File: src/rtl/run_ctrl.sv
// Run controller: sequences a core through hold/run/finish and arbitrates the data memory between host and core.
// Optional watchdog abort is compiled in with `define RUN_CTRL_WDOG_EN.
module run_ctrl #(
  parameter int          RST_CYCLES = 2,
  parameter logic [15:0] WDOG_MAX   = 16'hFFFF
) (
  input  logic        clk,
  input  logic        reset,
  input  logic        go,
  input  logic        host_wr_en,
  input  logic        host_rd_en,
  input  logic [7:0]  host_addr,
  input  logic [7:0]  host_wdata,
  output logic [7:0]  host_rdata,
  output logic        host_nack,
  input  logic        core_wr_en,
  input  logic [7:0]  core_addr,
  input  logic [7:0]  core_wdata,
  input  logic        core_done,
  output logic        core_start,
  output logic        mem_wr_en,
  output logic [7:0]  mem_addr,
  output logic [7:0]  mem_wdata,
  input  logic [7:0]  mem_rdata,
  output logic        busy,
  output logic        run_done,
  output logic        timeout,
  output logic [15:0] cycle_count
);

  typedef enum logic [1:0] {IDLE, PRERST, RUN, FINISH} state_t;

  localparam logic [15:0] HOLD_INIT = 16'(RST_CYCLES);
`ifdef RUN_CTRL_WDOG_EN
  localparam bit WDOG_EN = 1'b1;
`else
  localparam bit WDOG_EN = 1'b0;
`endif

  state_t      state;
  logic [15:0] hold;
  logic [15:0] cnt_next;
  logic        wdog_hit;
  logic        host_owns;

  assign cnt_next  = (cycle_count == 16'hFFFF) ? cycle_count : cycle_count + 16'd1;
  assign wdog_hit  = ({1'b0, cycle_count} + 17'd1) == {1'b0, WDOG_MAX};
  assign host_owns = (state == IDLE) || (state == FINISH);

  // core_start and busy are registered alongside the state so they never glitch
  always_ff @(posedge clk) begin
    if (reset) begin
      state       <= IDLE;
      hold        <= '0;
      cycle_count <= '0;
      run_done    <= 1'b0;
      timeout     <= 1'b0;
      core_start  <= 1'b1;
      busy        <= 1'b0;
    end else begin
      case (state)
        IDLE, FINISH: begin
          if (go) begin
            state       <= PRERST;
            hold        <= HOLD_INIT;
            cycle_count <= '0;
            run_done    <= 1'b0;
            timeout     <= 1'b0;
            busy        <= 1'b1;
            core_start  <= 1'b1;
          end
        end
        PRERST: begin
          hold <= (hold == 16'd0) ? 16'd0 : hold - 16'd1;
          // a zero load still yields one hold cycle
          if (hold <= 16'd1) begin
            state      <= RUN;
            core_start <= 1'b0;
          end
        end
        RUN: begin
          cycle_count <= cnt_next;
          if (core_done) begin
            state      <= FINISH;
            run_done   <= 1'b1;
            core_start <= 1'b1;
            busy       <= 1'b0;
          end else if (WDOG_EN && wdog_hit) begin
            state      <= FINISH;
            timeout    <= 1'b1;
            core_start <= 1'b1;
            busy       <= 1'b0;
          end
        end
        default: begin
          state      <= IDLE;
          core_start <= 1'b1;
          busy       <= 1'b0;
        end
      endcase
    end
  end

  always_comb begin
    mem_wr_en = 1'b0;
    mem_addr  = host_addr;
    mem_wdata = host_wdata;
    if (state == RUN) begin
      mem_wr_en = core_wr_en;
      mem_addr  = core_addr;
      mem_wdata = core_wdata;
    end else if (host_owns) begin
      mem_wr_en = host_wr_en;
    end
  end

  assign host_rdata = host_owns ? mem_rdata : 8'h00;
  assign host_nack  = !host_owns && (host_wr_en || host_rd_en);

endmodule
File: config.mk
export PLATFORM = sky130hd
export DESIGN_NAME = run_ctrl
export DESIGN_NICKNAME = d
export VERILOG_FILES = /design/src/rtl/run_ctrl.sv
export SDC_FILE = /design/constraint.sdc
export NUM_CORES = 1
export LEC_CHECK = 0
export CORE_UTILIZATION = 48
export CTS_BUF_LIST = sky130_fd_sc_hd__clkbuf_8
export CTS_CLUSTER_DIAMETER = 80
export DETAILED_ROUTE_END_ITERATION = 10
export PLACE_DENSITY = 0.95
export SLEW_MARGIN = 5
export SYNTH_ARGS = -nofsm -noshare
export SYNTH_HDL_FRONTEND = slang
export SYNTH_SLANG_ARGS = --single-unit
File: constraint.sdc
create_clock -name clk -period 5.3 [get_ports clk]
set_input_delay 0.53 -clock clk [delete_from_list [all_inputs] [get_ports clk]]
set_output_delay 0.53 -clock clk [all_outputs]
set_load 0.02 [all_outputs]
==> results.md <==
* HPWL after detailed placement at 4840 um
* Max-slew headroom at 24.8%
* Post-cts sizing count at 0
* Initial antenna violation count at 0
* Grt ovf at 0
* Final RePlAce weighted congestion at between 0.8 and 0.9
* YS warnings at 0
* Seq/Total Area, Yosys at about a third
* Design Power at 1.49 mW
* First-pass GRT wire length at 10900 um
* Tmin final at approximately 3100 ps
* Synth top cells by count: 37 x dfxtp_1, 30 x nor2_1, 22 x nand2_1
* Largest net degree at the start of global routing at 28
* Fmax achieved at roughly 320 MHz
* Net Sw Frac at between 40% and 50%
* Row Count at 24
* Die Ht at approximately 70 um
* Synthesis-to-finish area growth at 47.2%
* DR vias/cell at ~5.6
* Setup TNS at 0 ps
* Critical Path Source Type: register
* # diodes at 0
* Synthesized cell area at around 0.0022 mm^2
* CTS sink count at 37
* Max Slew Vio Count at 0
* Worst Setup End Kind: primary output
* Critical-path maximum fanout at 27
* Seq pwr share at between 20 and 30%
* Logic gate share of total power at approximately 57%
* Total CTS buffers at 5
* Flops & latches, synth at 37
* Worst skew pair latency at about 290 ps
* Setup Skew at 5.72 ps
* Final core utilization at 74.6%
* WP data arrival at between 2000 and 3000 ps
* Die Width at about 70 um
* Vias in the first global route at roughly 2300
* Tcrit/Tclk final at approximately three fifths
* Antenna Nets Post-Route at 0
* Status: completed
* HP Class: reg2reg
* Post-synthesis async set-or-reset flop share at 0%
* Finished Layout Cells at 407
* IO Port Bufs at approximately 90
* Starting Density at between 50 and 60%
* Total routed wirelength at roughly 6500 um
* Drt drc at 0
* Ys flop type: dfxtp_1
* Total GRT Usage at between 20 and 30%
* LEAKAGE at about 1.2 nW
* Routed len/inst at between 15 and 20 um
* Placed Cells at around 400
* # Post-CTS Setup Buffers at 0
* Clock power share at 17.0%
* Post-synthesis area per instance at 8.44 um^2
* Synth area leaders: dfxtp_1 33%, mux2_2 9.1%, nor2_1 5.0%
* Post-synthesis cell type count at between 40 and 50
* Clk buf depth at 2
* Max rail drop VDD at 216 uV
* Hold_ws at about 490 ps
* Post-synth top area cell: dfxtp_1
* Clk slew on worst S/H paths at roughly 70 ps
* Final setup vio count at 0
* Mapped Nets at 319
* Count leader, synth: dfxtp_1
* Core footprint at about 0.0044 mm^2
* Final #Nets at slightly above 400
* Post-Syn Instances at approximately 270
* Routed via count at about 2300
* CP Class: reg2out
* Drt pass-1 iters at 4
* Pwr/cell area at between 400 and 500 mW/mm^2
* RSZ-0062 raised after global routing: false
* CTS root buffer: clkbuf_8
* Critical Path RT at approximately 4800 ps
* Share of layout cells above drive strength 1 at 11.0%
* EDFF count, synth at 0
* Iteration-0 DRC Markers at roughly 230
* Full die area at 0.00494 mm^2
* Clock tree from TritonCTS: built
* Worst Max-Slew Pin Slew at between 1000 and 1500 ps
* Area share of the largest cell type after synthesis at 33.1%
* H-tree levels at 2
* Hold Vio Cnt, Final at 0
* Sw power at roughly 0.63 mW
* P_int at 0.866 mW
* # IOs at 93
* CTS Hold Buffers Added at 0
* Max-Cap Viols at 0
path summary, 6_finish.rpt:
kind	depth (start not counted)	slack [ps]	endpoint	from
max	4	2150	mem_addr[4]	state[0]$_SDFFE_PP0P_
min	1	490	hold[15]$_SDFFE_PP0P_	hold[15]$_SDFFE_PP0P_
max reg2reg	7	2390	cycle_count[11]$_SDFFE_PP0P_	state[0]$_SDFFE_PP0P_
min reg2reg	1	490	hold[15]$_SDFFE_PP0P_	hold[15]$_SDFFE_PP0P_
cell usage in the layout, fill, tap and decap left out, drive strengths merged, types with 7 or more instances in the layout:
cell           count
a21oi             19
and2              10
nand2             22
mux2              19
nand3             13
nor4               7
o21ai              9
ha                 7
inv                9
nor2              31
xnor2             11
clkdlybuf4s50     91
dfxtp             37
routing by layer:
metal / global-route usage, % / routed length, um / up-vias
met5: 0 / 0 / -
met4: 6.67 / 56 / 0
met3: 5.92 / 264 / 8
met2: 49.7 / 3480 / 67
met1: 33.8 / 2740 / 1089
li1: - / - / 1130
power by group through the flow:
stage	logic, mW	registers, mW	clock network [mW]
2_1_floorplan	0.585	0.381	0
3_3_place_gp	0.812	0.380	0
3_5_place_dp	0.837	0.385	0
4_1_cts	0.851	0.378	0.257
5_1_grt	0.921	0.387	0.273
6_report	0.857	0.380	0.254
critical path, cell delays in order (launching register included):
cell             delay [ps]
dfxtp_1                 330
inv_1                    80
ha_1                    910
mux2_2                  440
clkdlybuf4s50_1         560
kinds of logic (layout without fill, tap and decap cells):
family	Yosys count	after routing	synth area share, %
AOI/OAI and AO/OA	46	46	13.3
xor gates and xnor gates	14	14	5.48
adders and majority gates	7	7	3.91
buffers and inverters	18	108	3.30
DFF	37	37	33.1
muxes	19	19	9.73
other	1	1	0.168
and+or+nand+nor	123	123	31.0
layout make-up:
| cell class | instances | area (um^2) |
|---|---|---|
| Multi-Input combinational cell | 210 | 1420 |
| Fill cell | 338 | 1120 |
| Timing Repair Buffer | 92 | 918 |
| Sequential cell | 37 | 741 |
| Clock buffer | 6 | 82.6 |
| Tap cell | 52 | 65.1 |
| Clock inverter | 2 | 33.8 |
| Inverter | 8 | 30.0 |
state kept, by name (all words and copies together), names as in the netlist:
signal	cells
state	2
core_start	1
hold	16
run_done	1
cycle_count	16
busy	1
per-stage QoR:
step                      setup WS [ps]  instance area [um^2]
after floorplan                    3150                  2240
after global placement             2590                  3180
after global routing               2040                  3290
final                              2150                  3290
after CTS                          2180                  3290
after detailed placement           2530                  3180
No activity file was read; power rests on OpenSTA's default activity.
